## src/rtl/battle_roll.sv

```systemverilog
// battle_roll
//   Attack-resolution engine. Ring-oscillator entropy is synchronised and
//   folded into a 16-bit Galois LFSR. On request the block draws a WIDTH-bit
//   roll and compares it with a hit threshold. On a hit it applies saturating
//   damage to an internal HP register and bumps a saturating hit counter.
//
// Ports
//   clk          system clock
//   reset        asynchronous, active-low reset
//   ent          raw ring-oscillator bits, asynchronous to clk
//   mix_en       1 = fold synchronised entropy into the LFSR every cycle
//   req          roll request, only looked at in IDLE
//   threshold    hit when roll >= threshold (captured in DRAW)
//   dmg          damage applied on a hit (captured in DRAW)
//   hp_load      load hp from hp_load_val, only honoured in IDLE
//   hp_load_val  HP load value
//   busy         high while a roll is in flight (DRAW/APPLY/DONE)
//   valid        one-cycle pulse in DONE; roll/hit/hp are final
//   hit          result of the last completed roll
//   roll         last drawn roll
//   hp           current HP
//   fainted      hp == 0
//   hit_count    hits since reset, saturating at 255
module battle_roll #(
  parameter int unsigned WIDTH    = 4,
  parameter int unsigned HP_WIDTH = 4,
  parameter int unsigned HP_INIT  = 9,
  parameter int unsigned N_ENT    = 4,
  parameter logic [15:0] SEED     = 16'hACE1
) (
  input  logic                clk,
  input  logic                reset,
  input  logic [N_ENT-1:0]    ent,
  input  logic                mix_en,
  input  logic                req,
  input  logic [WIDTH-1:0]    threshold,
  input  logic [HP_WIDTH-1:0] dmg,
  input  logic                hp_load,
  input  logic [HP_WIDTH-1:0] hp_load_val,
  output logic                busy,
  output logic                valid,
  output logic                hit,
  output logic [WIDTH-1:0]    roll,
  output logic [HP_WIDTH-1:0] hp,
  output logic                fainted,
  output logic [7:0]          hit_count
);

  localparam logic [15:0]         TAPS     = 16'hB400;
  localparam logic [HP_WIDTH-1:0] HP_RESET = HP_WIDTH'(HP_INIT);

  typedef enum logic [1:0] {
    IDLE  = 2'd0,
    DRAW  = 2'd1,
    APPLY = 2'd2,
    DONE  = 2'd3
  } state_e;

  state_e state_q, state_d;

  logic [N_ENT-1:0]    ent_meta_q, ent_meta_d;
  logic [N_ENT-1:0]    ent_sync_q, ent_sync_d;
  logic [15:0]         lfsr_q, lfsr_d;
  logic [WIDTH-1:0]    roll_q, roll_d;
  logic [WIDTH-1:0]    thr_q, thr_d;
  logic [HP_WIDTH-1:0] dmg_q, dmg_d;
  logic                hit_q, hit_d;
  logic [HP_WIDTH-1:0] hp_q, hp_d;
  logic [7:0]          hit_count_q, hit_count_d;

  // Entropy synchroniser and LFSR step. The LFSR runs every cycle regardless
  // of FSM state, so the roll depends on when the request lands.
  always_comb begin
    logic [15:0] shifted;
    ent_meta_d = ent;
    ent_sync_d = ent_meta_q;
    shifted    = {1'b0, lfsr_q[15:1]};
    if (lfsr_q[0]) begin
      shifted = shifted ^ TAPS;
    end
    if (mix_en) begin
      shifted = shifted ^ 16'(ent_sync_q);
    end
    // Entropy mixing can cancel the state to zero, which would lock the
    // LFSR forever; reseed instead.
    lfsr_d = (shifted == 16'h0000) ? SEED : shifted;
  end

  always_ff @(posedge clk or negedge reset) begin
    if (!reset) begin
      ent_meta_q <= '0;
      ent_sync_q <= '0;
      lfsr_q     <= SEED;
    end else begin
      ent_meta_q <= ent_meta_d;
      ent_sync_q <= ent_sync_d;
      lfsr_q     <= lfsr_d;
    end
  end

  // FSM state register
  always_ff @(posedge clk or negedge reset) begin
    if (!reset) begin
      state_q <= IDLE;
    end else begin
      state_q <= state_d;
    end
  end

  // FSM next state; an HP load in IDLE takes priority over a request, and
  // requests outside IDLE are simply dropped.
  always_comb begin
    state_d = state_q;
    case (state_q)
      IDLE: begin
        if (!hp_load && req) begin
          state_d = DRAW;
        end
      end
      DRAW:    state_d = APPLY;
      APPLY:   state_d = DONE;
      DONE:    state_d = IDLE;
      default: state_d = IDLE;
    endcase
  end

  // FSM outputs
  always_comb begin
    busy  = (state_q != IDLE);
    valid = (state_q == DONE);
  end

  // Datapath: threshold and damage are captured in DRAW so the caller may
  // change them while the roll resolves.
  always_comb begin
    roll_d      = roll_q;
    thr_d       = thr_q;
    dmg_d       = dmg_q;
    hit_d       = hit_q;
    hp_d        = hp_q;
    hit_count_d = hit_count_q;
    case (state_q)
      IDLE: begin
        if (hp_load) begin
          hp_d = hp_load_val;
        end
      end
      DRAW: begin
        roll_d = lfsr_q[WIDTH-1:0];
        thr_d  = threshold;
        dmg_d  = dmg;
      end
      APPLY: begin
        hit_d = (roll_q >= thr_q);
        if (hit_d) begin
          hp_d = (hp_q > dmg_q) ? (hp_q - dmg_q) : '0;
          if (hit_count_q != 8'hFF) begin
            hit_count_d = hit_count_q + 8'd1;
          end
        end
      end
      default: ;
    endcase
  end

  always_ff @(posedge clk or negedge reset) begin
    if (!reset) begin
      roll_q      <= '0;
      thr_q       <= '0;
      dmg_q       <= '0;
      hit_q       <= 1'b0;
      hp_q        <= HP_RESET;
      hit_count_q <= '0;
    end else begin
      roll_q      <= roll_d;
      thr_q       <= thr_d;
      dmg_q       <= dmg_d;
      hit_q       <= hit_d;
      hp_q        <= hp_d;
      hit_count_q <= hit_count_d;
    end
  end

  assign hit       = hit_q;
  assign roll      = roll_q;
  assign hp        = hp_q;
  assign fainted   = (hp_q == '0);
  assign hit_count = hit_count_q;

endmodule
```

## config.mk

```make
export PLATFORM = sky130hd
export DESIGN_NAME = battle_roll
export DESIGN_NICKNAME = d
export VERILOG_FILES = /design/src/rtl/battle_roll.sv
export SDC_FILE = /design/constraint.sdc
export NUM_CORES = 1
export LEC_CHECK = 0
export ABC_CLOCK_PERIOD_IN_PS = 2400
export BUFFER_PORTS_ARGS = -buffer_cell sky130_fd_sc_hd__buf_2
export CAP_MARGIN = 20
export CORE_MARGIN = 2
export CORE_UTILIZATION = 45
export CTS_CLUSTER_DIAMETER = 60
export DETAILED_ROUTE_END_ITERATION = 16
export GPL_ROUTABILITY_DRIVEN = 1
export PLACE_DENSITY = 0.66
export SLEW_MARGIN = 10
export SYNTH_ARGS = -nofsm -noshare
export SYNTH_HDL_FRONTEND = slang
export SYNTH_SLANG_ARGS = --single-unit
```

## constraint.sdc

```tcl
create_clock -name clk -period 2.4 [get_ports clk]
set_input_delay 0.36 -clock clk [delete_from_list [all_inputs] [get_ports clk]]
set_output_delay 0.36 -clock clk [all_outputs]
set_load 0.02 [all_outputs]
```

==> impl_metrics.csv, run 1 <==
group,metric,value,unit
status,status,"finished, final reports clean",
critical_path,worst_ep_required_time,2630,ps
sta,finalCriticalPeriod,2040,ps
critical_path,r2r_start,"hp[0]$_DFFE_PN1P_",
drt,wl_per_cell,12.9,um
sta,setup_viol,0,
placement,port_buffers,40,
logic_synthesis,synthCells,197,
power,ir_drop,513,uV
critical_path,reg2reg_slack,360,ps
logic_synthesis,syn_area_per_cell,11.9,um2
logic_synthesis,synth_nets,232,
critical_path,cp.depth,7,
cells_and_area,syn_to_final_growth,15.7,%
sta,finalMaxSlewViolations,0,
logic_synthesis,synthTopCellsByArea,"dfrtp_1 (44%), dfstp_2 (11%), ha_1 (6.9%), xnor2_1 (5.2%), mux2_2 (4.3%)",
floorplan,floorplan.die.width,76.2,um
clock_network,cts-root-buf,"clkbuf_8",
logic_synthesis,async_reset_ff_frac,1.00,
sta,finalCritPeriodShare,0.851,
cells_and_area,n_fill_cell,464,
clock_network,h-tree-depth,2,
floorplan,ioPinCount,41,
global_routing,grt_pass1_vias,1494,
hold_path,hold_path.class,"in -> async",
floorplan,dieArea,5810,um2
critical_path,critPathKind,"reg -> reg",
critical_path,worst_r2r_endpoint,"hp[3]$_DFFE_PN1P_",
logic_synthesis,synth_top_area_share,0.437,
drt,drtIter0Drc,64,
critical_path,crit_buf_inv,1,
sta,worstMarginPinSlew,641,ps
critical_path,arrival,2270,ps
drt,vias,1549,
power,cellPowerDensity,1380,nW/um2
clock_network,clk_pin_slew_worst_paths,90,ps
sta,hold_slack,155,ps
logic_synthesis,yosysTopAreaCell,"dfrtp_1",
clock_network,cts_resized,0,
sta,finalClockSkew,5.71,ps
sta,max_freq,490,MHz
power,total_power,3750,uW
logic_synthesis,synth.distinct_cells,43,
critical_path,crit_fanout,4,
critical_path,worstSetupStartpoint,"hp[0]$_DFFE_PN1P_",
job,maxCapViolations,0,
global_routing,grt_pass1_wl,6830,um
critical_path,crit_chain,"inv_1 > ha_1 > fa_1 > nor2b_1 > o31ai_1 > a211o_1 > a41oi_1",
cells_and_area,most-common-layout-cells,"dfrtp_1 (41), buf_2 (40), nand2_1 (18)",
power,p_leak,0.00125,uW
sta,hold_viol,0,
critical_path,cp_top_family,"adder cells",
sta,tns,0,ps
drt,routed_wl,3980,um
cells_and_area,final_nets,273,
logic_synthesis,syn_area,2350,um2
logic_synthesis,ys_seq_elements,51,
drt,drc,0,
clock_network,cts_made_buffers,5,
placement,place_congestion,0.757,
cells_and_area,drive_gt1_frac,0.314,
critical_path,crit_path_start_kind,"register",
global_routing,track_usage,0.146,
global_routing,grt_remaining_overflow,0,
clock_network,cts_tree,"built",
drt,ant_nets,0,
clock_network,worstSkewPairLatency,300,ps
drt,via_per_inst,5.01,
logic_synthesis,yosysWarningCount,0,
logic_synthesis,yosysSeqAreaShare,0.549,
clock_network,cts.path.max_buffers,2,
clock_network,cts_setup_buffers,0,
floorplan,rows,26,
sta,rsz0062_at_grt,"no",
critical_path,crit_path_end,"hp[3]$_DFFE_PN1P_",
critical_path,reg2regPathDepth,7,
drt,drt-pass1-iter-count,4,
cells_and_area,final_common_cell,"dfrtp_1",
cells_and_area,diodes,0,
global_routing,grt_max_degree,52,
floorplan,initial_utilization,0.462,
floorplan,coreArea,5070,um2
critical_path,slowest_delay,560,ps
critical_path,crit_slowest_cell,"dfstp_2",
floorplan,die_height,76.2,um
sta,slew-limit-headroom,0.573,
critical_path,crit_path_end_kind,"register",
logic_synthesis,synth-edff-count,0,
clock_network,cts.sinks,51,
logic_synthesis,synth_flop_cell,"dfrtp_1",
placement,dp_hpwl,2860,um
clock_network,cts_hold_buffers,0,
global_routing,antenna_found_initial,0,
==> layer usage <==
layer	share of wire	track usage	up-vias	routed length (um)
met3	0.041	0.0450	5	164
met4	0.012	0.0436	0	49
met5	0	0	-	0
li1	-	-	758	-
met1	0.48	0.195	757	1910
met2	0.47	0.230	29	1850
==> layout make-up <==
cell class	instances	area, um2	area share
flip-flops and latches	51	1290	0.475
multi-input cells	121	956	0.352
repair buffers	42	215	0.0793
clock buffers	7	96.3	0.0355
well taps	70	87.6	0.0323
inverters	17	63.8	0.0235
clock inverters	1	7.51	0.00276
==> through the flow <==
| stage | setup slack, ps | instances | util | instance area [um2] |
|---|---|---|---|---|
| final | 358 | 309 | 0.535 | 2720 |
| after global routing | 209 | 309 | 0.535 | 2720 |
| after CTS | 350 | 309 | 0.535 | 2720 |
| after detailed placement | 368 | 301 | 0.515 | 2610 |
| after global placement | 440 | 301 | 0.515 | 2610 |
| after floorplan | 414 | 197 | - | 2350 |
==> cells in the mapped netlist, types with 2 or more instances <==
master / n
ha_1: 13
and4_1: 2
a21oi_1: 4
dfrtp_1: 41
nand2b_1: 3
o22ai_1: 3
mux2_2: 9
inv_1: 17
nor4_1: 3
nand3_1: 3
dfstp_2: 10
nor2b_1: 2
o21a_1: 2
o211ai_1: 2
nand2_1: 18
xnor2_1: 14
o21ai_0: 11
or2_1: 5
clkbuf_1: 7
nand4_1: 5
==> power by group <==
part / internal (uW) / total [uW] / switching (uW) / leakage (uW)
clock network: 262 / 534 / 271 / 0.0000505
registers: 1270 / 1550 / 282 / 0.000600
logic: 742 / 1670 / 923 / 0.000596
==> logic make-up after synthesis <==
family,share of synthesized area
compound gates,0.0997
xor+xnor,0.0560
fa+ha+maj,0.0779
buf+inv,0.0432
flops,0.549
mux,0.0480
simple gates,0.126
==> worst min path at each step <==
stage	start	to	slack (ps)
2_1_floorplan	reset	dmg_q[0]$_DFFE_PN0N_	60
3_3_place_gp	ent_meta_q[0]$_DFF_PN0_	ent_sync_q[0]$_DFF_PN0_	330
3_5_place_dp	ent_meta_q[0]$_DFF_PN0_	ent_sync_q[0]$_DFF_PN0_	340
4_1_cts	ent[1]	ent_meta_q[1]$_DFF_PN0_	150
5_1_grt	ent[1]	ent_meta_q[1]$_DFF_PN0_	140
6_report	reset	ent_meta_q[3]$_DFF_PN0_	160
==> state kept, by name, summed over array words and instances (netlist names) <==
signal	flops
ent_meta_q	4
dmg_q	4
hp	4
hit_count	8
roll	4
hit	1
thr_q	4
ent_sync_q	4
state_q	2
lfsr_q	16
Note: power is estimated with default switching activity, not from simulation.
==> run 2: changes to the inputs <==
--- a/config.mk
+++ b/config.mk
@@ -8,12 +8,14 @@
 export ABC_CLOCK_PERIOD_IN_PS = 2400
 export BUFFER_PORTS_ARGS = -buffer_cell sky130_fd_sc_hd__buf_2
 export CAP_MARGIN = 20
+export CORE_ASPECT_RATIO = 0.8
 export CORE_MARGIN = 2
 export CORE_UTILIZATION = 45
 export CTS_CLUSTER_DIAMETER = 60
 export DETAILED_ROUTE_END_ITERATION = 16
 export GPL_ROUTABILITY_DRIVEN = 1
 export PLACE_DENSITY = 0.66
+export SETUP_SLACK_MARGIN = 0.5
 export SLEW_MARGIN = 10
 export SYNTH_ARGS = -nofsm -noshare
 export SYNTH_HDL_FRONTEND = slang
==> impl_metrics.csv, run 2 (same netlist as run 1, synthesis figures left out) <==
group,metric,value,unit
power,p_leak,0.00128,uW
clock_network,worstSkewPairLatency,300,ps
sta,hold_viol,0,
placement,dp_hpwl,3250,um
global_routing,grt_pass1_wl,7470,um
floorplan,floorplan.die.width,84.7,um
critical_path,worst_ep_required_time,2630,ps
power,ir_drop,709,uV
critical_path,critPathKind,"reg -> reg",
cells_and_area,diodes,0,
clock_network,cts.path.max_buffers,2,
placement,place_congestion,0.847,
floorplan,coreArea,5010,um2
floorplan,die_height,68.6,um
cells_and_area,most-common-layout-cells,"dfrtp_1 (41), buf_2 (40), nand2_1 (18)",
clock_network,clk_pin_slew_worst_paths,90,ps
sta,max_freq,539,MHz
sta,rsz0062_at_grt,"yes",
clock_network,h-tree-depth,2,
sta,setup_viol,0,
cells_and_area,final_nets,281,
power,cellPowerDensity,1440,nW/um2
hold_path,hold_path.class,"in -> reg",
floorplan,dieArea,5810,um2
cells_and_area,drive_gt1_frac,0.372,
global_routing,grt_max_degree,21,
sta,finalCritPeriodShare,0.773,
clock_network,cts_tree,"built",
hold_path,worstHoldPathCells,1,
clock_network,cts.sinks,51,
global_routing,track_usage,0.169,
drt,drtIter0Drc,128,
global_routing,grt_remaining_overflow,0,
critical_path,reg2reg_slack,550,ps
sta,worstMarginPinSlew,521,ps
sta,tns,0,ps
job,maxCapViolations,0,
hold_path,holdPathEnd,"ent_meta_q[1]$_DFF_PN0_",
cells_and_area,final_common_cell,"dfrtp_1",
critical_path,crit_path_end_kind,"register",
floorplan,ioPinCount,41,
critical_path,worst_r2r_endpoint,"hp[3]$_DFFE_PN1P_",
placement,dp_cells,294,
power,intPower,2410,uW
critical_path,crit_path_start_kind,"register",
status,status,"finished, final reports clean",
global_routing,antenna_found_initial,0,
cells_and_area,n_fill_cell,441,
hold_path,hold_start,"ent[1]",
critical_path,crit_fanout,4,
power,p_seq_frac,0.388,
power,switchingPower,1650,uW
sta,finalMaxSlewViolations,0,
cells_and_area,final-instance-count-excl-fill,309,
drt,drc,0,
critical_path,reg2regPathDepth,7,
sta,finalCriticalPeriod,1850,ps
floorplan,initial_utilization,0.469,
power,pwr-share-comb,0.492,
drt,drt-pass1-iter-count,4,
drt,vias,1587,
drt,routed_wl,4640,um
sta,finalClockSkew,6.19,ps
global_routing,grt_pass1_vias,1559,
power,sw_frac_of_total,0.406,
cells_and_area,largest_reg_flops,16,
sta,slew-limit-headroom,0.653,
power,p_clk_frac,0.121,
drt,wl_per_cell,15.0,um
drt,via_per_inst,5.14,
critical_path,r2r_start,"hp[0]$_DFFE_PN1P_",
clock_network,cts_made_buffers,5,
clock_network,cts-root-buf,"clkbuf_8",
cells_and_area,top_register,"lfsr_q",
floorplan,rows,23,
critical_path,arrival,2090,ps
cells_and_area,utilization,0.562,
placement,port_buffers,40,
drt,ant_nets,0,
cells_and_area,syn_to_final_growth,19.9,%
[run 2: worst max-delay path by stage]
stage | startpoint | end | slack [ps] | depth (start not counted)
2_1_floorplan | hp[0]$_DFFE_PN1P_ | hp[3]$_DFFE_PN1P_ | 490 | 7
3_3_place_gp | hp[0]$_DFFE_PN1P_ | hp[3]$_DFFE_PN1P_ | 530 | 7
3_5_place_dp | hp[0]$_DFFE_PN1P_ | hp[3]$_DFFE_PN1P_ | 480 | 7
4_1_cts | state_q[0]$_DFFE_PN0P_ | hp[2]$_DFFE_PN0P_ | 510 | 5
5_1_grt | hp[0]$_DFFE_PN1P_ | hp[3]$_DFFE_PN1P_ | 470 | 7
6_report | hp[0]$_DFFE_PN1P_ | hp[3]$_DFFE_PN1P_ | 550 | 7
[run 2: per-layer routing]
layer / GRT usage / vias up / wire (um)
met5: 0 / - / 0
met4: 0.0556 / 0 / 47
met3: 0.0357 / 5 / 152
met2: 0.278 / 30 / 2190
met1: 0.228 / 776 / 2250
li1: - / 776 / -
[run 2: cell type report]
cell class | instances | area [um2] | area share
multi-input combinational | 121 | 1020 | 0.361
sequential | 51 | 1290 | 0.458
clock buffer | 5 | 68.8 | 0.0245
tap | 62 | 77.6 | 0.0276
timing repair buffer | 50 | 278 | 0.0988
inverter | 17 | 63.8 | 0.0227
clock inverter | 3 | 20.0 | 0.00712
[run 2: power by group through the flow]
stage / combinational, uW / clock, uW / sequential, uW
after CTS: 1800 / 508 / 1580
after floorplan: 1240 / 0 / 1640
after global routing: 2210 / 546 / 1630
final: 1990 / 491 / 1570
after detailed placement: 1760 / 0 / 1590
after global placement: 1710 / 0 / 1580
[run 2: what timing repair did]
action / CTS / global route
buffers inserted: 1 / 5
pin swaps: 1 / 3
endpoints found under the setup margin: 3 / 5
endpoints found under the hold margin: 13 / 0
gates resized for setup: 2 / 5
hold buffers: 1 / 0
[run 2: critical path, stage by stage, from the launching register on]
cell and delay, ps:
dfstp_2 550, inv_2 40, ha_4 150, fa_2 380, nor2b_4 150, o31ai_4 90
a211o_1 250, a41oi_2 170
[run 2: per-stage QoR]
stage | setup WS [ps] | hold slack (ps) | cell area [um2] | power, uW
final | 546 | 156 | 2810 | 4060
after global routing | 474 | 140 | 2810 | 4390
after CTS | 515 | 147 | 2750 | 3880
after detailed placement | 478 | 327 | 2640 | 3350
after global placement | 532 | 330 | 2640 | 3290
after floorplan | 489 | 64.4 | 2370 | 2880
